<file path="config.mk">
export PLATFORM = sky130hd
export DESIGN_NAME = updown_counter_mod_flat
export DESIGN_NICKNAME = d
export VERILOG_FILES = /design/src/rtl/updown_counter_mod_if.sv /design/src/rtl/updown_counter_mod.sv /design/src/flat_wrapper.sv
export SDC_FILE = /design/constraint.sdc
export NUM_CORES = 1
export LEC_CHECK = 0
export BUFFER_PORTS_ARGS = -buffer_cell sky130_fd_sc_hd__buf_2
export CORE_MARGIN = 1.5
export CORE_UTILIZATION = 50
export DETAILED_ROUTE_END_ITERATION = 8
export GPL_TIMING_DRIVEN = 0
export MAX_ROUTING_LAYER = met4
export PLACE_DENSITY_LB_ADDON = 0.15
export SYNTH_ARGS = -nofsm -noshare
export SYNTH_HDL_FRONTEND = slang
export SYNTH_SLANG_ARGS = --single-unit
</file>
<file path="constraint.sdc">
create_clock -name Clk -period 2.2 [get_ports Clk]
set_input_delay 0.11 -clock Clk [delete_from_list [all_inputs] [get_ports Clk]]
set_output_delay 0.11 -clock Clk [all_outputs]
set_load 0.03 [all_outputs]
</file>
<file path="src/rtl/updown_counter_mod_if.sv">
// Control/status bundle for updown_counter_mod. The master drives the count controls
// and the slave (the counter) returns the count, the terminal-count pulse and the overflow flag.
interface updown_counter_mod_if #(
  parameter int WIDTH = 16
);
  logic             En;
  logic             Up;
  logic             Load;
  logic [WIDTH-1:0] D;
  logic             ClrOvf;
  logic [WIDTH-1:0] Q;
  logic             TC;
  logic             Ovf;

  modport master (
    output En, Up, Load, D, ClrOvf,
    input  Q, TC, Ovf
  );

  modport slave (
    input  En, Up, Load, D, ClrOvf,
    output Q, TC, Ovf
  );
endinterface

</file>
<file path="src/rtl/updown_counter_mod.sv">
// Up/down counter with programmable modulus, clamped parallel load, TC pulse and sticky Ovf.
// Optional build macro COUNTER_SATURATE_EN: hold at the end values instead of wrapping.
module updown_counter_mod #(
  parameter int               WIDTH     = 16,
  parameter logic [WIDTH-1:0] MAX_COUNT = {WIDTH{1'b1}}
) (
  input logic                 Clk,
  input logic                 Clr_n,
  updown_counter_mod_if.slave bus
);

  logic [WIDTH-1:0] q;
  logic             tc;
  logic             ovf;
  logic [WIDTH-1:0] d_clamped;
  logic             at_max;
  logic             at_zero;

  // Load values beyond the modulus are clamped so Q never leaves 0..MAX_COUNT.
  always_comb begin
    d_clamped = (bus.D > MAX_COUNT) ? MAX_COUNT : bus.D;
    at_max    = (q == MAX_COUNT);
    at_zero   = (q == '0);
  end

  always_ff @(posedge Clk) begin
    if (!Clr_n) begin
      q   <= '0;
      tc  <= 1'b0;
      ovf <= 1'b0;
    end else begin
      tc <= 1'b0;
      // Clear first so an overrun on the same edge wins.
      if (bus.ClrOvf) ovf <= 1'b0;
      if (bus.Load) begin
        q <= d_clamped;
      end else if (bus.En) begin
        if (bus.Up) begin
          if (at_max) begin
            ovf <= 1'b1;
`ifdef COUNTER_SATURATE_EN
            q   <= MAX_COUNT;
`else
            q   <= '0;
            tc  <= 1'b1;
`endif
          end else begin
            q <= q + 1'b1;
          end
        end else begin
          if (at_zero) begin
            ovf <= 1'b1;
`ifdef COUNTER_SATURATE_EN
            q   <= '0;
`else
            q   <= MAX_COUNT;
            tc  <= 1'b1;
`endif
          end else begin
            q <= q - 1'b1;
          end
        end
      end
    end
  end

  assign bus.Q   = q;
  assign bus.TC  = tc;
  assign bus.Ovf = ovf;

endmodule
</file>
<file path="src/flat_wrapper.sv">
// flat-port wrapper written by rule: the top's interface ports become plain ports
module updown_counter_mod_flat 
#(
  parameter int               WIDTH     = 16,
  parameter logic [WIDTH-1:0] MAX_COUNT = {WIDTH{1'b1}}
)
  (Clk, Clr_n, bus_En, bus_Up, bus_Load, bus_D, bus_ClrOvf, bus_Q, bus_TC, bus_Ovf);
  updown_counter_mod_if #(.WIDTH(WIDTH)) bus_i ();
  input logic Clk;
  input logic Clr_n;
  input wire logic [$bits(bus_i.En)-1:0] bus_En;
  input wire logic [$bits(bus_i.Up)-1:0] bus_Up;
  input wire logic [$bits(bus_i.Load)-1:0] bus_Load;
  input wire logic [$bits(bus_i.D)-1:0] bus_D;
  input wire logic [$bits(bus_i.ClrOvf)-1:0] bus_ClrOvf;
  output wire logic [$bits(bus_i.Q)-1:0] bus_Q;
  output wire logic [$bits(bus_i.TC)-1:0] bus_TC;
  output wire logic [$bits(bus_i.Ovf)-1:0] bus_Ovf;
  assign bus_i.En = bus_En;
  assign bus_i.Up = bus_Up;
  assign bus_i.Load = bus_Load;
  assign bus_i.D = bus_D;
  assign bus_i.ClrOvf = bus_ClrOvf;
  assign bus_Q = bus_i.Q;
  assign bus_TC = bus_i.TC;
  assign bus_Ovf = bus_i.Ovf;
  updown_counter_mod #(.WIDTH(WIDTH), .MAX_COUNT(MAX_COUNT)) u_core (.Clk(Clk), .Clr_n(Clr_n), .bus(bus_i));
endmodule
</file>
; ---- Word level (Yosys, flattened, before mapping)
; Cells that the tools add are included.
[totals]
inputBits = 22
word_cells = 27
reg_bits = 18
out_inout_bits = 18
[classes]
n_lt_le_gt_ge = 1
n_bitwise = 2
n_eq_ne = 1
addsub = 2
n_reduce_logical = 3
n_mux = 15
[op_table]
columns = cell, count
row1 = $mux W16, 6
row2 = $add A16 B1 Y16 const B, 1
row3 = $eq A16 B16 Y1 const B, 1
row4 = $gt A16 B16 Y1 const B, 1
row5 = $logic_not A16 Y1, 1
row6 = $sub A16 B1 Y16 const B, 1
row7 = $mux W1, 9
row8 = $reduce_or A3 Y1, 1
row9 = $not A1 Y1, 2
row10 = $reduce_bool A2 Y1, 1

; ---- Longest topological paths before layout
; Gate-level depths: netlist of the first run.
[logic_depth]
ltp_word = 5
mapped_depth = 8
depth_no_buf = 7

; ---- Least setup slack after synthesis of the first run
; Ideal clock, no wire load.
[synth_timing]
path_type = reg-to-reg
startpoint = register u_core.q[3], in the netlist u_core.bus.Q[3]
endpoint = register u_core.q[10], in the netlist u_core.bus.Q[10]
period_less_slack_ns = 2.028
arrival_time_ns = 1.906
slack_ns = 0.172
path_stages_with_launch = 7
setup_time_ns = 0.122
cell_sequence = dfxtp_1 buf_6 or4_4 nor4_4 a22oi_1 xnor2_1 o311a_1
[synth_between]
elab_chain_cells = 5
elab_cells_between_ends = 9
classes_between = add/sub: 2 / eq/ne: 1 / mux: 5 / reduce/logical: 1
[synth_lines]
columns = element, line
row1 = "start, declared", updown_counter_mod.sv:12  ; logic [WIDTH-1:0] q;
row2 = "start signal, assigned", updown_counter_mod.sv:36  ; q <= d_clamped;
row3 = "start signal, assigned", updown_counter_mod.sv:48  ; q <= q + 1'b1;
row4 = "start signal, assigned", updown_counter_mod.sv:60  ; q <= q - 1'b1;
row5 = "$sub A16 B1 Y16, or another cell as far along", updown_counter_mod.sv:60
row6 = "$mux W16, on equally long branches", "updown_counter_mod.sv:51, updown_counter_mod.sv:39"
row7 = $mux W16 *, updown_counter_mod.sv:38  ; if (bus.Up) begin
row8 = $mux W16 *, updown_counter_mod.sv:37  ; end else if (bus.En) begin
row9 = $mux W16 *, updown_counter_mod.sv:35  ; if (bus.Load) begin
; Every way passes the cells marked *; elsewhere a longest branch is shown, timed or not. The select of a mux whose other input is x is not followed.
; A chain may end at the register's enable or synchronous reset.

; ---- Worst setup path in the final report of the first run
; Ends and elaborated chain as after synthesis.

==> impl_results.md, run 1 <==
- Tightest Hold Check Type: in -> reg
- Commonest non-fill, non-tap cells in the layout: buf_2, nor2_1, nand2_1, dfxtp_1, o21ai_0
- Warnings, synthesis: 0
- Share of power burned in registers: 38.6%
- Crit path launch type: flop
- Chip height: 59.99 um
- Slack of the critical path: 153.4 ps
- Post CTS Setup Buffer Count: 0
- Final Net Count: 292
- Int Pwr: 592.4 uW
- Synthesized area: 0.001624 mm2
- GPL Wtd Cong: 0.9535
- Avg Inst Size Synth: 7.283 um2
- Max-Cap Viols: 0
- CP max stage delay: 540 ps
- Clock root buffer: clkbuf_4
- Routed wire length per instance: 16.34 um
- Vias post-DR: 1887
- Setup Viol. Count Final: 0
- Syn Nets: 248
- Min cycle time layout: 2047 ps
- Psw: 397.9 uW
- Asr flop ratio synth: 0%
- CP cell instances: buf_6 -> or4_4 -> nor4_4 -> a22oi_1 -> xnor2_1 -> o311a_1
- Dpl ws: -124.8 ps
- Drt first-iter violations: 152
- Most common cell after layout, fill and taps aside: buf_2
- Switching share of power: 40.18%
- Fin util: 62.93%
- I/O Buffers: 39
- Die area: 0.003599 mm2
- Row count: 20
- # IOs: 40
- Number of global-route vias before repair: 1637
- CP max FO: 10
- Critical Path RT: 2400 ps
- Starting Density: 52.76%
- Share of layout cells above drive strength 1: 24.81%
- Max VDD drop: 0.3441 mV
- Netlist cell types: 50
- Main synth FF type: dfxtp_1
- Vias/cell: 6.087
- Total GRT Usage: 31.65%
- Clock power frac: 22.9%
- Final worst-path cycle share: 93.03%
- Register bit count reported by yosys: 18
- Clk_skew: 21.62 ps
- Initial antenna violation count: 0
- Core Area: 0.003078 mm2
- Detailed placement HPWL: 3.693 mm
- Comb power frac: 38.4%
- Drt pass-1 iters: 5
- Clk buf depth: 2
- Diode count: 0
- Die width: 59.99 um
- Sequential-to-total area share from yosys stat: 22.19%
- CTS Hold Bufs: 0
- Post-synth EDFFs: 0
- DRC violations left: 0
- CTS clock-pin slew for the worst setup and hold paths: 130 ps
- Total clock sinks: 18
- CP Data Arrival Time: 2250 ps
- Largest net degree at the start of global routing: 11
- Slew @ Worst Pin: 583.3 ps
- Slew HR: 61.12%
- WS Path Type: reg -> reg
- Fmax: 488.6 MHz
- P per Cell Area: 511.3 mW/mm2
- Final antenna-violating net count: 0
- CTS tree: built
- Run status: complete, no violations
- CTS Buf Count: 3
- Grt total ovfl: 0
- First-pass GRT wire length: 8.245 mm
- Crit end category: flop
- Slew Limit Fails: 0
- Critical path's slowest cell: or4_4
- Clk Latency, worst-skew pair: 320 ps
- Final Hold Violating Endpoints: 0
- Cell count after synthesis: 223
- Final Total Pwr: 990.3 uW
- Routed WL: 5.066 mm
- Synth-to-Final Area Change: 19.26%
- Htree depth: 1
- Pleak: 0.0008027 uW
-- state kept, by name, summed over array words and instances, names as in the netlist --
name            flops
u_core.bus.Q       16
u_core.bus.Ovf      1
u_core.bus.TC       1
-- worst max-delay path: cells and delay by family, from the launching register on --
| family | cells | cell delay [ps] |
|---|---|---|
| compound gates | 2 | 460 |
| buf+inv | 1 | 140 |
| xor+xnor | 1 | 150 |
| simple gates | 2 | 840 |
| flops | 1 | 340 |
-- logic make-up after synthesis --
kind of cell             count (synthesis)  share of synthesized area (%)
flip-flops                              18                          22.19
multiplexers                             2                          1.310
AO/OA/AOI/OAI                           63                          26.50
buffers and inverters                   27                          7.396
AND/OR/NAND/NOR                        100                          34.90
adder cells (fa/ha/maj)                  3                          2.311
XOR/XNOR                                10                          5.393
-- timing repair --
action	CTS	global route
hold endpoints to repair	0	0
pin swaps	0	1
resized for setup	3	11
setup endpoints to repair	10	15
-- worst paths after layout --
path                         start               end  slack (ps)  depth (start not counted)
setup / recovery   u_core.bus.Q[3]  u_core.bus.Q[10]         150                          6
hold / removal            bus_D[8]   u_core.bus.Q[8]          40                          3
setup reg to reg   u_core.bus.Q[3]  u_core.bus.Q[10]         150                          6
hold reg to reg   u_core.bus.Q[14]  u_core.bus.Q[14]         610                          2
-- through the flow --
stage / setup TNS [ps] / instances / area (um2) / hold WS (ps)
floorplan: 0 / 223 / 1624 / 263.7
global placement: -690.1 / 306 / 1874 / 353.7
detailed placement: -460.9 / 306 / 1874 / 359.1
CTS: 0 / 310 / 1923 / 32.64
global route: -1.175 / 310 / 1937 / 43.38
finish: 0 / 310 / 1937 / 38.07
-- layout make-up --
type / instances / area, um2
Tap cell: 44 / 55.05
Buffer: 19 / 95.09
Inverter: 8 / 30.03
Timing Repair Buffer: 39 / 195.2
Multi-Input combinational cell: 178 / 1162
Fill cell: 318 / 1141
Clock buffer: 4 / 36.28
Sequential cell: 18 / 362.8
-- cell usage after synthesis, drive strengths merged (4+ instances only) --
| master | n | area share, % |
|---|---|---|
| dfxtp | 18 | 22 |
| nand3 | 12 | 3.7 |
| inv | 7 | 1.6 |
| clkbuf | 14 | 3.2 |
| buf | 5 | 2.3 |
| xnor2 | 6 | 3.2 |
| xor2 | 4 | 2.2 |
| nor3 | 9 | 3.1 |
| nand4 | 7 | 2.7 |
| and3 | 4 | 1.5 |
| a31oi | 4 | 1.5 |
| a211o | 4 | 2.2 |
| a211oi | 4 | 2.2 |
| nor4 | 12 | 7.4 |
| nor2 | 21 | 4.9 |
| nor2b | 4 | 1.5 |
| nand2 | 18 | 4.2 |
| o21ai | 15 | 4.6 |
| a21oi | 10 | 3.1 |
-- routing by layer --
metal / share of wire (%) / track usage, % / wire length [um] / vias to the layer above
met5: 0 / - / 0 / -
met4: 1.6 / 8.571 / 81 / 0
met3: 8.1 / 6.061 / 410 / 8
met2: 47 / 47.36 / 2363 / 82
met1: 44 / 43.44 / 2210 / 877
li1: - / - / - / 920
-- power by group through the flow --
stage	clock network [uW]	logic [uW]	registers (uW)
after detailed placement	0	370	388
after global routing	241	419	387
after CTS	231	373	381
after global placement	0	369	387
final	227	381	382
after floorplan	0	221	433
No activity file was read; power rests on OpenSTA's default activity.
==> inputs of run 2 (changes only) <==
PLACE_DENSITY = 0.76   (was default)
PLACE_DENSITY_LB_ADDON = default   (was 0.15)
==> run 2 against run 1 <==
Effect of this change:
- combinational power barely moved
- worst hold slack got worse by 27 ps
- maximum frequency rose by 1.1%
- global-route usage fell by 0.38 points
- count of clock-buffer cells in the layout did not move
- final cell count fell by 0.32%
- design area barely moved
- setup slack improved by 23 ps
- register-to-register slack improved by 20 ps
- highest routed layer unchanged
- via count barely moved
- flip-flop and latch count did not move
- wire length rose by 2.3%
==> impl_results.md, run 2 (synthesis results as in run 1) <==
- Drt first-iter violations: 142 (-6.6%)
- Total GRT Usage: 31.27% (-0.38 points)
- Grt total ovfl: 0 (unchanged)
- Die width: 59.99 um (unchanged)
- Largest net degree at the start of global routing: 11 (unchanged)
- Most used cell, CP: nor2_1
- CTS tree: built
- Number of global-route vias before repair: 1606 (-1.9%)
- Slack of the critical path: 176.0 ps (+22.51 ps)
- Slew @ Worst Pin: 600.8 ps (+17.53 ps)
- Clock root buffer: clkbuf_4
- Slew Limit Fails: 0 (unchanged)
- Vias post-DR: 1886 (-0.053%)
- Setup Viol. Count Final: 0 (unchanged)
- Vias/cell: 6.104 (+0.27%)
- Commonest non-fill, non-tap cells in the layout: buf_2, nor2_1, nand2_1, dfxtp_1, o21ai_0
- P per Cell Area: 515.7 mW/mm2 (+0.86%)
- Fillers: 316 (-0.63%)
- First-pass GRT wire length: 8.079 mm (-2.0%)
- Share of layout cells above drive strength 1: 24.91% (+0.094 points)
- Total clock sinks: 18 (unchanged)
- Max VDD drop: 0.2819 mV (-18%)
- DRC violations left: 0 (unchanged)
- WS Path Type: reg -> reg
- Clk buf depth: 2 (unchanged)
- Core Area: 0.003078 mm2 (unchanged)
- Run status: complete, no violations
- Crit path launch type: flop
- Initial antenna violation count: 0 (unchanged)
- Crit end category: flop
- CP cell instances: buf_2 -> nand4_1 -> nor4_4 -> nor2_1 -> a2111oi_1 -> nor2_1
- Synth-to-Final Area Change: 19.34% (about the same)
- Final antenna-violating net count: 0 (unchanged)
- Chip height: 59.99 um (unchanged)
- Htree depth: 1 (unchanged)
- Max FFs per register: 16 (unchanged)
- Final worst-path cycle share: 92.00% (-1.0 points)
- Detailed placement HPWL: 3.820 mm (+3.5%)
- I/O Buffers: 39 (unchanged)
- Post-placement cell area: 0.001874 mm2 (unchanged)
- CP max FO: 9 (-1)
- Tightest Hold Check Type: in -> reg
- Max-Cap Viols: 0 (unchanged)
- Final Net Count: 291 (-0.34%)
- Starting Density: 52.76% (unchanged)
- Routed WL: 5.181 mm (+2.3%)
- Clk_skew: 14.68 ps (-6.935 ps)
- Min cycle time layout: 2024 ps (-22.51 ps)
- Critical Path RT: 2420 ps (+20 ps)
- Fmax: 494.1 MHz (+1.1%)
- RSZ-0062 raised after global routing: false
- Slew HR: 59.95% (-1.2 points)
- Drt pass-1 iters: 5 (unchanged)
- CTS Hold Bufs: 0 (unchanged)
- Critical path's slowest cell: nor4_4
- Row count: 20 (unchanged)
- CP Data Arrival Time: 2250 ps (about the same)
- Diode count: 0 (unchanged)
- CP max stage delay: 410 ps (-130 ps)
- Final TNS setup: 0 ps (unchanged)
- Final Hold Violating Endpoints: 0 (unchanged)
- Die area: 0.003599 mm2 (unchanged)
- GPL Wtd Cong: 0.9621 (+0.90%)
- Most common cell after layout, fill and taps aside: buf_2
- Routed wire length per instance: 16.77 um (+2.6%)
- # IOs: 40 (unchanged)
- Dpl ws: -213.6 ps (-88.75 ps)
- CTS Buf Count: 3 (unchanged)
- Pleak: 0.0008018 uW (-0.12%)
- CTS clock-pin slew for the worst setup and hold paths: 130 ps (about the same)
- Clk Latency, worst-skew pair: 320 ps (about the same)
- Flop-to-flop setup slack: 180 ps (+20 ps)
- CP Buf/Inv Count: 1 (unchanged)
- Final Cell Area: 0.001938 mm2 (about the same)
- Kind of cell adding the most delay to the critical path: simple AND/OR/NAND/NOR gates
==> run 2: cell count changes in the layout (fill, tap and decap cells not counted) <==
cell | previous run | this run
clkbuf_1 | 10 | 9
nor2_2 | 1 | 0
nor2_4 | 0 | 1
==> run 2: layout make-up <==
cell class | count | area [um2] | area share [%]
Clock buffer | 4 | 36.28 | 1.872
Tap cell | 44 | 55.05 | 2.841
Buffer | 18 | 91.34 | 4.713
Inverter | 8 | 30.03 | 1.549
Timing Repair Buffer | 39 | 195.2 | 10.07
Sequential cell | 18 | 362.8 | 18.72
Multi-Input combinational cell | 178 | 1167 | 60.23
==> run 2: tightest hold or removal path, cell delays in order <==
cell,delay (ps)
buf_2,80
nand3_1,60
nand3_1,70
==> run 2: power by group <==
| group | leakage (uW) | switching, uW | internal (uW) |
|---|---|---|---|
| combinational | 0.000631 | 242 | 139 |
| sequential | 0.000149 | 34.1 | 352 |
| clock | 0.0000210 | 131 | 101 |
| total | 0.000802 | 407 | 592 |
==> run 2: what timing repair did <==
item                                    in CTS  in global routing
gates resized for setup                      4                 11
cloned                                       0                  0
endpoints found under the setup margin      14                 16
pin swaps                                    0                  1
setup buffers                                0                  0
==> run 2: final timing paths <==
path | startpoint | endpoint | depth (start not counted)
max | u_core.bus.Q[9] | u_core.bus.Q[13] | 6
min | bus_D[8] | u_core.bus.Q[8] | 3
max reg2reg | u_core.bus.Q[9] | u_core.bus.Q[13] | 6
min reg2reg | u_core.bus.Ovf | u_core.bus.Ovf | 2
==> run 2: metrics by stage <==
stage	utilization [%]	power [uW]	std cells	hold WS [ps]
2_1_floorplan	-	654.6	223	263.7
3_5_place_dp	60.89	759.9	306	355.7
5_1_grt	62.97	1054	309	48.05
3_3_place_gp	60.89	760.3	306	354.8
4_1_cts	62.64	988.9	310	26.63
6_report	62.97	999.4	309	11.42
==> run 2: routing by layer <==
metal	vias up	global-route usage, %	part of all wire [%]
met2	86	48.76	46
met5	-	-	0
li1	923	-	-
met1	869	43.77	46
met4	0	7.619	0.93
met3	8	2.381	6.6
==> inputs of run 3 (changes only) <==
CORE_UTILIZATION = 48   (was 50)
clock period = 1.85 ns   (was 2.2 ns; I/O delays follow)
==> run 3 against run 2 <==
Effect of this change:
- the run now ends with hold timing left
- critical path depth is the same
- utilization rose by 9.3 points
- sequential power increased by 22%
- die area up 4.0%
- worst hold slack got worse by 14 ps
- clock skew decreased by 2.2 ps
- critical path type unchanged
- critical endpoint is now u_core.bus.Q[0]
==> impl_results.md, run 3 (synthesis results as in run 1) <==
- Die area: 0.003741 mm2 (+4.0%)
- Comb power frac: 41.6% (+3.4 points)
- DRC violations left: 0 (unchanged)
- WS Path Type: reg -> reg
- Fin cells: 327 (+5.8%)
- Pleak: 0.0009759 uW (+22%)
- Diode count: 0 (unchanged)
- Worst Hold Slack: -2.348 ps (-13.77 ps)
- Clock power frac: 21.7% (-1.5 points)
- Grt total ovfl: 0 (unchanged)
- Max FFs per register: 16 (unchanged)
- Slew @ Worst Pin: 597.0 ps (-3.821 ps)
- Routed wire length per instance: 17.56 um (+4.7%)
- Critical Path RT: 2100 ps (-320 ps)
- Min cycle time layout: 1842 ps (-182.3 ps)
- Hold path startpoint: bus_D[8]
- GPL Wtd Cong: 0.9964 (+3.6%)
- Switching share of power: 41.02% (+0.27 points)
- I/O Buffers: 39 (unchanged)
- Clock root buffer: clkbuf_4
- Max VDD drop: 0.4047 mV (+44%)
- Htree depth: 1 (unchanged)
- Final TNS setup: 0 ps (unchanged)
- CTS Buf Count: 3 (unchanged)
- Core Area: 0.003128 mm2 (+1.6%)
- Final worst-path cycle share: 99.55% (+7.5 points)
- Drt first-iter violations: 208 (+46%)
- Routed WL: 5.742 mm (+11%)
- Share of power burned in registers: 36.7% (-1.9 points)
- CP Data Arrival Time: 2090 ps (-160 ps)
- Clk buf depth: 2 (unchanged)
- First-pass GRT wire length: 8.335 mm (+3.2%)
- Total clock sinks: 18 (unchanged)
- Largest net degree at the start of global routing: 11 (unchanged)
- Number of global-route vias before repair: 1733 (+7.9%)
- Fmax: 543.0 MHz (+9.9%)
- Int Pwr: 755.3 uW (+28%)
- Crit end category: flop
- Synth-to-Final Area Change: 39.14%
- Tightest Hold Check Type: in -> reg
- Reg-to-Reg Start: u_core.bus.Q[6]
- Psw: 525.3 uW (+29%)
- Violations in the final reports: hold timing
- CP max FO: 10 (+1)
- Slew HR: 60.20% (+0.25 points)
- Starting Density: 51.92% (-0.84 points)
- Vias post-DR: 2056 (+9.0%)
- CTS tree: built
- Max-Cap Viols: 0 (unchanged)
- Final Hold Violating Endpoints: 1 (+1)
- Detailed placement HPWL: 3.753 mm (-1.8%)
- Placed cells: 306 (unchanged)
- Initial antenna violation count: 0 (unchanged)
- Fillers: 270 (-15%)
- RSZ-0062 raised after global routing: true
- Run status: finished, violations left
- Drt pass-1 iters: 4 (-1)
- P per Cell Area: 566.7 mW/mm2 (+9.9%)
- Most common cell after layout, fill and taps aside: buf_2
- Clk_skew: 12.53 ps (-2.153 ps)
- Crit path launch type: flop
- Setup Viol. Count Final: 0 (unchanged)
- Final Net Count: 309 (+6.2%)
- Row count: 20 (unchanged)
- Slew Limit Fails: 0 (unchanged)
- Clk Latency, worst-skew pair: 320 ps (about the same)
- Die width: 61.17 um (+2.0%)
- Vias/cell: 6.287 (+3.0%)
- Final antenna-violating net count: 0 (unchanged)
- Chip height: 61.17 um (+2.0%)
- CTS clock-pin slew for the worst setup and hold paths: 130 ps (about the same)
- Share of layout cells above drive strength 1: 39.22% (+14 points)
- # IOs: 40 (unchanged)
- Commonest non-fill, non-tap cells in the layout: buf_2, nor2_1, buf_4, nand2_1, o21ai_0
- Total GRT Usage: 31.37% (+0.097 points)
- CP Launch Point: u_core.bus.Q[6]
- CTS Hold Bufs: 0 (unchanged)
==> run 3: repair_timing <==
item | in CTS | in global routing
gates cloned | 0 | 1
gates resized for setup | 20 | 30
endpoints found under the hold margin | 0 | 0
buffers inserted | 10 | 8
setup endpoints to repair | 18 | 18
pin swaps | 14 | 8
==> run 3: critical path, cell delays in order (launching register included) <==
cell	delay (ps)
dfxtp_1	340
buf_6	140
nor4_2	300
and3_1	250
nand3_1	240
a211o_1	370
a21oi_1	120
==> run 3: area by class of cell <==
cell class              count  area, um2  share of cell area (%)
multi-input cells         178       1306                   57.81
flip-flops and latches     18      381.6                   16.89
repair buffers             58      339.1                   15.01
plain buffers              17      106.4                   4.707
well taps                  44      55.05                   2.436
clock buffers               4      36.28                   1.606
inverters                   8      35.03                   1.550
==> run 3: power by group through the flow <==
stage / logic [uW] / clock network [uW] / registers [uW]
floorplan: 267 / 0 / 520
global placement: 443 / 0 / 465
detailed placement: 444 / 0 / 466
CTS: 484 / 278 / 466
global route: 569 / 296 / 475
finish: 533 / 277 / 470
==> run 3: worst paths after layout <==
path | end | slack (ps) | cells after the start
max | u_core.bus.Q[0] | 8 | 6
min | u_core.bus.Q[8] | -2 | 3
max reg2reg | u_core.bus.Q[0] | 8 | 6
min reg2reg | u_core.bus.Ovf | 590 | 2
==> run 3: routing by layer <==
metal  up-vias  GRT usage [%]  wire length (um)
li1        958              -                 -
met1       981          40.38              2461
met2       108          51.98              2726
met3         9          2.521               468
met4         0          9.938                85
met5         -              -                 0
==> run 3: stage by stage <==
stage	util [%]	worst slack, ps	cell area [um2]	total power, uW
3_3_place_gp	60.88	-448.9	1904	907.9
4_1_cts	66.88	-106.2	2092	1228
5_1_grt	72.24	-83.59	2260	1341
2_1_floorplan	-	-104.4	1654	786.9
6_report	72.24	8.292	2260	1281
3_5_place_dp	60.88	-438.7	1904	910.5
